==> config.mk <==
export PLATFORM = sky130hd
export DESIGN_NAME = grid_fetch
export DESIGN_NICKNAME = d
export VERILOG_FILES = /design/src/rtl/battleship_pkg.sv /design/src/rtl/grid_locator.sv /design/src/rtl/grid_fetch.sv
export SDC_FILE = /design/constraint.sdc
export NUM_CORES = 1
export LEC_CHECK = 0
export ABC_AREA = 1
export CAP_MARGIN = 20
export CORE_ASPECT_RATIO = 1.1
export CORE_MARGIN = 8
export CORE_UTILIZATION = 40
export CTS_BUF_LIST = sky130_fd_sc_hd__clkbuf_2 sky130_fd_sc_hd__clkbuf_4 sky130_fd_sc_hd__clkbuf_8
export DETAILED_ROUTE_END_ITERATION = 12
export GPL_TIMING_DRIVEN = 1
export PLACE_DENSITY = 0.75
export SLEW_MARGIN = 20
export SYNTH_ARGS = -nofsm -noshare
export SYNTH_HDL_FRONTEND = slang
export SYNTH_SLANG_ARGS = --single-unit
==> constraint.sdc <==
create_clock -name clk -period 0.8 [get_ports clk]
set_clock_uncertainty 0.1 [all_clocks]
set_input_delay 0.2 -clock clk [delete_from_list [all_inputs] [get_ports clk]]
set_output_delay 0.2 -clock clk [all_outputs]
set_load 0.05 [all_outputs]
==> src/rtl/battleship_pkg.sv <==
// Shared constants for the battleship VGA display path: grid geometry,
// cell-state encoding, visible raster size and the cell address helper.
package battleship_pkg;

  localparam int GRID_N    = 10;
  localparam int CELL_PX   = 32;
  localparam int CELL_LOG2 = $clog2(CELL_PX);
  localparam int GRID_PX   = GRID_N * CELL_PX;
  localparam int ADDR_W    = 7;
  localparam int IDX_W     = $clog2(GRID_N);

  localparam int VGA_H_VISIBLE = 640;
  localparam int VGA_V_VISIBLE = 480;

  typedef enum logic [1:0] {
    CELL_EMPTY    = 2'b00,  // no ship, not shot
    CELL_MISS     = 2'b01,  // no ship, shot
    CELL_SHIP     = 2'b10,  // ship, not shot
    CELL_SHIP_HIT = 2'b11   // ship, shot
  } cell_state_e;

  // Row-major cell address; the result always fits because rows/cols < GRID_N.
  function automatic logic [ADDR_W-1:0] cell_addr(input logic [IDX_W-1:0] row,
                                                  input logic [IDX_W-1:0] col);
    return ADDR_W'(int'(row) * GRID_N + int'(col));
  endfunction

endpackage

==> src/rtl/grid_locator.sv <==
// Single-axis grid locator: maps a raster coordinate to a cell index and
// flags whether it lies inside the grid span starting at origin.
// With GRID_LINES_EN defined it also reports the first pixel of each cell.
module grid_locator
  import battleship_pkg::*;
(
  input  logic [9:0]       pix,
  input  logic [9:0]       origin,
  output logic [IDX_W-1:0] index,
  output logic             in_range
`ifdef GRID_LINES_EN
  ,
  output logic             on_border
`endif
);

  logic [9:0]  delta;
  logic [10:0] span_end;

  // Range test is done on the raw coordinate in 11 bits so a pixel left of
  // the origin never wraps into a large, apparently valid index.
  always_comb begin
    delta    = pix - origin;
    span_end = {1'b0, origin} + 11'(GRID_PX);
    in_range = (pix >= origin) && ({1'b0, pix} < span_end);
    index    = IDX_W'(delta >> CELL_LOG2);
  end

`ifdef GRID_LINES_EN
  // Offset zero inside a cell is the one-pixel border line.
  always_comb begin
    on_border = (delta[CELL_LOG2-1:0] == '0);
  end
`endif

endmodule

==> src/rtl/grid_fetch.sv <==
// grid_fetch: locates the current raster pixel in the placement or shooting
// grid, issues the cell memory read address, and returns the cell state with
// output enables two cycles later, sync delayed to stay aligned.
// Optional build macro GRID_LINES_EN: the first pixel row/column of every
// cell is treated as background so 1-pixel cell borders appear.
module grid_fetch
  import battleship_pkg::*;
#(
  parameter int PLACE_X0 = 64,
  parameter int SHOOT_X0 = 384,
  parameter int GRID_Y0  = 96
) (
  input  logic              clk,
  input  logic              rst_n,
  input  logic [9:0]        pix_x,
  input  logic [9:0]        pix_y,
  input  logic              video_on,
  input  logic              hsync_in,
  input  logic              vsync_in,
  output logic [ADDR_W-1:0] Place_ADDR,
  output logic [ADDR_W-1:0] Shoot_ADDR,
  input  logic [1:0]        Place_RD_DATA,
  input  logic [1:0]        Shoot_RD_DATA,
  output logic [1:0]        Place_DATA,
  output logic [1:0]        Shoot_DATA,
  output logic              Place_OE,
  output logic              Shoot_OE,
  output logic              hsync_out,
  output logic              vsync_out
);

  logic [IDX_W-1:0]  place_col, shoot_col, grid_row;
  logic              place_x_in, shoot_x_in, y_in;
  logic              place_hit, shoot_hit;
  logic [ADDR_W-1:0] place_addr, shoot_addr;
  logic              place_hit_p0, shoot_hit_p0;
  logic              hsync_p0, vsync_p0;
  logic              border;

`ifdef GRID_LINES_EN
  logic place_x_border, shoot_x_border, y_border;
`endif

  grid_locator u_place_x (
    .pix      (pix_x),
    .origin   (10'(PLACE_X0)),
    .index    (place_col),
    .in_range (place_x_in)
`ifdef GRID_LINES_EN
    , .on_border (place_x_border)
`endif
  );

  grid_locator u_shoot_x (
    .pix      (pix_x),
    .origin   (10'(SHOOT_X0)),
    .index    (shoot_col),
    .in_range (shoot_x_in)
`ifdef GRID_LINES_EN
    , .on_border (shoot_x_border)
`endif
  );

  grid_locator u_grid_y (
    .pix      (pix_y),
    .origin   (10'(GRID_Y0)),
    .index    (grid_row),
    .in_range (y_in)
`ifdef GRID_LINES_EN
    , .on_border (y_border)
`endif
  );

  // Hit decode and address formation; placement wins if the regions overlap.
  always_comb begin
`ifdef GRID_LINES_EN
    border = y_border | (place_x_in ? place_x_border : shoot_x_border);
`else
    border = 1'b0;
`endif
    place_hit  = video_on & place_x_in & y_in & ~border;
    shoot_hit  = video_on & shoot_x_in & y_in & ~border & ~place_hit;
    place_addr = cell_addr(grid_row, place_col);
    shoot_addr = cell_addr(grid_row, shoot_col);
  end

  // ---- stage 0: read address out, hits and sync captured ----
  always_ff @(posedge clk or negedge rst_n) begin
    if (!rst_n) begin
      Place_ADDR   <= '0;
      Shoot_ADDR   <= '0;
      place_hit_p0 <= 1'b0;
      shoot_hit_p0 <= 1'b0;
      hsync_p0     <= 1'b1;
      vsync_p0     <= 1'b1;
    end else begin
      Place_ADDR   <= place_hit ? place_addr : '0;
      Shoot_ADDR   <= shoot_hit ? shoot_addr : '0;
      place_hit_p0 <= place_hit;
      shoot_hit_p0 <= shoot_hit;
      hsync_p0     <= hsync_in;
      vsync_p0     <= vsync_in;
    end
  end

  // ---- stage 1: memory data captured, gated by the delayed hits ----
  always_ff @(posedge clk or negedge rst_n) begin
    if (!rst_n) begin
      Place_DATA <= CELL_EMPTY;
      Shoot_DATA <= CELL_EMPTY;
      Place_OE   <= 1'b0;
      Shoot_OE   <= 1'b0;
      hsync_out  <= 1'b1;
      vsync_out  <= 1'b1;
    end else begin
      Place_DATA <= place_hit_p0 ? Place_RD_DATA : CELL_EMPTY;
      Shoot_DATA <= shoot_hit_p0 ? Shoot_RD_DATA : CELL_EMPTY;
      Place_OE   <= place_hit_p0;
      Shoot_OE   <= shoot_hit_p0;
      hsync_out  <= hsync_p0;
      vsync_out  <= vsync_p0;
    end
  end

endmodule

-- After elaboration in Yosys (flattened, before gate mapping)
Cells that the tools add are included.
- $add $sub $neg: 5
- multipliers: 1
- div/mod/pow operators: 0
- magnitude comparators: 6
- equal/unequal tests: 0
- shifts and indexed selects: 0
- muxes and demuxes: 4
- bitwise operators: 6
- reduce and logical (&&, ||, !) cells: 3
- operators by type and width (operator ; number):
    greater-or-equal comparator 10 x 7 -> 1 bit (second input constant) ; 2
    < comparator 10 x 9 -> 1 bit (second input constant) ; 2
    subtractor 9 x 7 -> 9 bit (second input constant) ; 2
    2-to-1 mux 7 bit ; 2
    greater-or-equal comparator 10 x 9 -> 1 bit (second input constant) ; 1
    < comparator 10 bit (second input constant) ; 1
    subtractor 9 bit (second input constant) ; 1
    adder 7 x 4 -> 7 bit ; 1
    adder 7 x 5 -> 7 bit ; 1
    multiplier 4 x 3 -> 6 bit (second input constant) ; 1
    bitwise AND 1 bit ; 5
    2-to-1 mux 2 bit ; 2
    logical AND 1 bit ; 3
    inverter 1 bit ; 1
- register bits: 26
- bits in latches: 0
- RAM bits: 0
- memory bits (read-only): 0
- input bits: 29
- output and inout bits: 22
- logic and storage cells: 37
- memories kept: 0

-- Logic depth before layout (Yosys ltp)
Gate-level depths: netlist of the first run.
- word-level depth: 7
- gate-level depth with buffers: 15
- gate-level depth less buffers: 15

-- By module
A second synthesis of the first run with hierarchy kept.
- cell total of the unflattened synthesis: 473
- area, all modules: 3129.3 um2
- by module, submodules not included (module ; times used ; cells an instance ; area an instance (um2)):
    grid_locator ; 3 ; 116 ; 644.4
    grid_fetch ; 1 ; 125 ; 1196.1

-- Worst setup path before layout of the first run
OpenSTA, ideal clock, no wires.
- kind: input-to-reg
- start point: input port pix_y[5]
- end point: register Shoot_ADDR[6]
- library setup time: 0.070 ns
- arrival time: 2.138 ns
- data required time: 0.630 ns
- setup slack: -1.508 ns
- cell stages on the path: 11
- buffers on the path: 0
- cells stage by stage: ha_1 ha_1 ha_1 inv_1 fa_1 nor2_1 nand3_1 nand2_1 nand3b_1 nand2_1 nor2_2
- word-level cells in the longest chain between the ends: 6
- elaborated cells on any way between the ends: 11
- those cells by class: add/sub (2); mul (1); order compare (2); mux (1); bitwise (4); reduce/logical (1)
- ends and longest elaborated chain (item ; line ; text):
    start: declaration ; grid_fetch.sv:16 ; input logic [9:0] pix_y,
    branches (longest 5 deep; another with subtractor 9 x 7 -> 9 bit) ; -- ;
    2-to-1 mux 7 bit (*) ; grid_fetch.sv:98 ; Shoot_ADDR <= shoot_hit ? shoot_addr : '0;
    end signal: assignment ; grid_fetch.sv:98 ;
    end: declaration ; grid_fetch.sv:21 ; output logic [ADDR_W-1:0] Shoot_ADDR,
Mark *: on every way between the ends.

-- Worst setup path in the final report of the first run
Same ends and word-level chain as after synthesis.

==> metrics.txt, run 1 <==
# fillers=200; setup repair after global routing missed its margin=true; Layout area overhead=99.1%; largest net degree at the start of global routing=16; R2R Path End=Shoot_DATA[1]; syn_nets=approximately 220; Die Span Y=79.8 µm; critical path, cell by cell=buf_8, buf_6, ha_4, ha_4, ha_4, inv_2, fa_2, nor2_4, nand2_1, nand2_1, nand3b_1, nand2_1, nor2_2; total number of vias=roughly 1400; relative slew slack=83.2%; setup TNS=-19.71 ns; Initial Util=41.1%; TritonCTS clock tree=built; Clock Root Buffer=clkbuf_8; Core Rows=23; leak pwr=1.41 nW; post-synthesis cell count=between 150 and 200; Multi-input gate area=around 980 µm²; diode count=0; failing checks=negative setup slack; initial antenna violation count=0; distinct cell type count after synthesis=21; Fin. Hold Viols=0; DRC=0; Clock transition at path regs=0.09 ns; IO Pins=51; Final WS setup=-1.24 ns; worst-margin pin slew=0.251 ns; total CTS buffers=3; CP Data Required Time=0.86 ns; post-synthesis sequential area ratio=between 40 and 50%; layout cells sized above 1=60.5%; dominant cell type by area after synthesis=dfrtp_1; f_max=0.490 GHz; number of synthesized flops with an enable pin=0; gr ovfl total=0; Setup CP Type=input port to flop; HP Class=input port to asynchronous set/reset pin; routability cong.=0.764; slowest stage delay, CP=0.56 ns; R2R depth=2; Longest Clk Path Bufs=2; worst reg2reg path startpoint=shoot_hit_p0; die area=0.00591 mm²; post-synthesis cell area=approximately 0.0015 mm²; vias in the first global route=1620; fin crit period=2.04 ns; most common cell in the netlist=nand2_1; CTS Sinks=26; reg-to-reg slack, setup=0.08 ns; Post-synth ARST share=100%; Yosys top cell area share=between 30 and 40%; storage element area=~680 µm²; Layout Nets=~300; dominant synthesized flop cell=dfrtp_1; Crit. End Element=flop; Syn Area/Cell=roughly 8.7 µm²; DPL Wire Length=3290 µm; outcome=complete, but fails checks; Buffers & Inverters on Critical Path=3; CP max FO=4; Worst Setup SP=pix_y[5]; critical path arrival=2.10 ns; Worst setup SP type=input port; Post-DRT Antenna Nets=0; pre-CTS setup slack=-1.99 ns; H-tree levels=1; flops & latches, synth=26; Final Max Slew Viols=0; final period utilization=255%; Via density=4.62; initial drt markers=54; drt total wl=4470 µm; Peak VDD IR=slightly below 800 µV; top cells by area, synth=dfrtp_1 (37%), ha_1 (11%), nand2_1 (8.4%); DIE WIDTH=between 70 and 80 µm; Synth top cells by count=nand2_1 (33), inv_1 (32), nor2_1 (24), dfrtp_1 (22), ha_1 (13); # setup viols final=38; clock latency on the worst-skew pair=0.27 ns; router iterations before antenna repair=4; Hold WS=0.214 ns; Power Dens Cells=around 1400 mW/mm²; delay-heaviest family, CP=adder cells; first-pass GRT wire length=7110 µm; yosys synthesis warning count=0; Avg WL per Cell=14.5 µm; critical-path cell with the highest stage delay=fa_2; # port buffers=50; hold_buf cts=0; Max-Cap Viols=0; GRT Util Overall=roughly 16%; Core Region=0.00360 mm²
==> what timing repair did <==
action	in CTS	in global routing
endpoints found under the setup margin	38	38
pin swaps	30	29
setup buffers	3	2
resized for setup	87	31
==> worst reg2reg max path: cells and delay by family (launching register included) <==
family	cells	cell delay, ns
and+or+nand+nor	1	0.06
DFF	1	0.40
buffers and inverters	1	0.06
==> cells in the final DEF (no fill, tap or decap), drive strengths merged, types with 8 or more instances in the layout <==
master / instances
dlygate4sd2: 11
nand2: 37
nor2: 28
buf: 62
xor2: 8
inv: 32
nand3: 9
dfrtp: 22
ha: 13
clkdlybuf4s50: 9
==> final cells by class <==
type                       instances  share of cell area [%]
clock inverter                     1                    1.02
tap                               50                    2.12
multi-input combinational        111                    33.2
timing repair buffer              84                    34.7
sequential                        26                    23.1
clock buffer                       3                    1.40
inverter                          33                    4.50
==> kinds of logic after synthesis <==
family / synth area share [%]
and+or+nand+nor: 23.8
buffers and inverters: 8.37
DFF: 44.3
adders and majority gates: 15.0
xor gates and xnor gates: 5.92
AOI/OAI and AO/OA: 2.62
==> power by group <==
part	total [W]	leakage (nW)	internal, W	switching, W
registers	0.00140	0.316	0.00137	0.0000351
clock network	0.00107	0.0357	0.000669	0.000399
logic	0.00179	1.06	0.000901	0.000888
total	0.00426	1.41	0.00294	0.00132
==> how the worst max path moves through the flow <==
stage / endpoint / slack (ns) / depth (start not counted)
after CTS: Shoot_ADDR[6] / -1.25 / 13
after global routing: Shoot_ADDR[6] / -1.26 / 13
after floorplan: Shoot_ADDR[6] / -1.42 / 14
after global placement: Place_ADDR[6] / -1.86 / 16
final: Shoot_ADDR[6] / -1.24 / 13
after detailed placement: Shoot_ADDR[6] / -1.99 / 16
==> metal layers <==
metal / vias up / wire length [µm] / track usage (%)
li1: 687 / - / -
met1: 680 / 1560 / 14.9
met2: 49 / 2550 / 30.5
met3: 8 / 292 / 3.77
met4: 0 / 55 / 5.60
met5: - / 0 / 0
==> registers in the layout, summed over array words and instances (netlist names) <==
signal,cells
Shoot_DATA,2
vsync_p0,1
Shoot_ADDR,7
shoot_hit_p0,1
Place_DATA,2
hsync_p0,1
Shoot_OE,1
Place_OE,1
vsync_out,1
place_hit_p0,1
hsync_out,1
Place_ADDR,7
==> metrics by stage <==
stage | total power, W | utilization (%) | cell area (µm²) | std cells
6_report | 0.00426 | 81.9 | 2950 | 308
5_1_grt | 0.00450 | 81.9 | 2950 | 308
4_1_cts | 0.00413 | 79.8 | 2870 | 308
3_5_place_dp | 0.00285 | 72.6 | 2610 | 301
3_3_place_gp | 0.00280 | 72.6 | 2610 | 301
2_1_floorplan | 0.00218 | - | 1580 | 170
Note: power is estimated with default switching activity, not from simulation.
==> run 2, diff against run 1 <==
Settings changed: PLACE_DENSITY 0.75 to default, PLACE_DENSITY_LB_ADDON from default to 0.15.
==> metrics.txt, run 2 (synthesized netlist as in run 1, its figures left out) <==
relative slew slack=around 84%; commonest non-fill, non-tap cell in the layout=buf_4; leak pwr=1.39 nW; CP most frequent cell=ha_4; worst-margin pin slew=between 0.2 and 0.25 ns; gr ovfl total=0; Layout Nets=306; Worst setup SP type=input port; # fillers=about 190; # port buffers=50; GRT Util Overall=15.8%; slowest stage delay, CP=0.56 ns; Clock Root Buffer=clkbuf_8; final period utilization=257%; Multi-input gate area=0.00100 mm²; Peak VDD IR=822 µV; Die Span Y=79.8 µm; hold_buf cts=0; initial antenna violation count=0; TritonCTS clock tree=built; Power Dens Cells=1390 mW/mm²; initial drt markers=57; Hold WS=0.187 ns; Setup CP Type=input port to flop; Avg WL per Cell=around 15 µm; Clock transition at path regs=~0.080 ns; clock latency on the worst-skew pair=between 0.2 and 0.3 ns; pre-CTS setup slack=-2.00 ns; total CTS buffers=3; router iterations before antenna repair=4; placed inst area=0.00260 mm²; worst reg2reg path startpoint=place_hit_p0; Core Rows=23; critical path arrival=2.11 ns; fin crit period=2.06 ns; Final WS setup=-1.26 ns; Post-DRT Antenna Nets=0; critical-path cell with the highest stage delay=fa_2; biggest regs=Place_ADDR (7), Shoot_ADDR (7); Longest Clk Path Bufs=2; # setup viols final=38; commonest cells after routing, fill and taps aside=buf_4 (26), nand2_1 (23), buf_12 (23); placed instance count=approximately 300; HP Class=input port to asynchronous set/reset pin; vias in the first global route=approximately 1700; R2R depth=2; drt total wl=4510 µm; Max-Cap Viols=0; DRC=0; outcome=complete, but fails checks; DIE WIDTH=74 µm; Initial Util=41.1%; Via density=4.62; critical path, cell by cell=buf_6, buf_6, ha_4, ha_4, ha_4, inv_2, fa_2, nor2_4, nand3_2, nand2_2, nand3b_1, nand2_1, nor2_2; routability cong.=just over 0.8; DPL Wire Length=3520 µm; CTS Sinks=26; first-pass GRT wire length=7330 µm; layout cells sized above 1=roughly three fifths; largest net degree at the start of global routing=27; f_max=about 0.5 GHz; CP max FO=4; Fin. Hold Viols=0; die area=0.00591 mm²; R2R Path End=Place_DATA[0]; total number of vias=1431; failing checks=negative setup slack; CP Data Required Time=~0.86 ns; setup repair after global routing missed its margin=true; Final Max Slew Viols=0; Layout area overhead=98.6%; reg-to-reg slack, setup=0.09 ns; Crit. End Element=flop; storage element area=between 600 and 700 µm²; Finished Cell Area=0.00294 mm²; post-route core utilization=81.7%; IO Pins=51; Post-Layout Cell Count=310; H-tree levels=1; Core Region=0.00360 mm²; diode count=0
run 2: cell count changes in the layout (fill, tap and decap cells not counted), sizes merged:
cell,delta
clkdlybuf4s50,+4
dlygate4sd2,-3
clkbuf,+2
buf,+1
bufinv,-1
dlymetal6s2s,-1
run 2: final cells by class:
class                   count  area share (%)
well taps                  50            2.13
multi-input cells         111            34.1
repair buffers             86            34.4
clock buffers               4            1.87
inverters                  33            4.43
flip-flops and latches     26            23.1
run 2: layer usage:
layer  up-vias  wire [µm]  track usage (%)
li1        685          -                -
met1       684       1590             15.4
met2        52       2640             31.1
met3        10        188             1.63
met4         0         98             8.00
met5         -          0                0
run 2: how the worst max path moves through the flow:
stage                    end  slack, ns      from  cells after the start
2_1_floorplan  Shoot_ADDR[6]      -1.42  pix_y[5]                     14
3_3_place_gp   Shoot_ADDR[6]      -1.84  pix_y[6]                     16
3_5_place_dp   Place_ADDR[6]      -2.00  pix_y[5]                     16
4_1_cts        Place_ADDR[6]      -1.28  pix_y[6]                     13
5_1_grt        Shoot_ADDR[6]      -1.30  pix_y[6]                     16
6_report       Shoot_ADDR[6]      -1.26  pix_y[5]                     13
run 2: through the flow:
stage / setup TNS (ns) / power [W]
final: -20.26 / 0.00408
after global placement: -24.58 / 0.00279
after CTS: -20.13 / 0.00389
after detailed placement: -26.39 / 0.00287
after floorplan: -12.25 / 0.00218
after global routing: -21.80 / 0.00432
run 2: critical path: cells and delay by family:
family	cells	cell delay (ns)
fa+ha+maj	4	1.19
buf+inv	3	0.24
simple gates	6	0.48
run 2: where the power goes:
part           internal [W]  switching [W]
sequential          0.00137      0.0000341
clock              0.000439       0.000379
combinational      0.000939       0.000915
run 2: what timing repair did:
action	CTS	global route
pin swaps	34	48
resized for setup	72	35
setup buffers	8	4
endpoints found under the setup margin	38	38
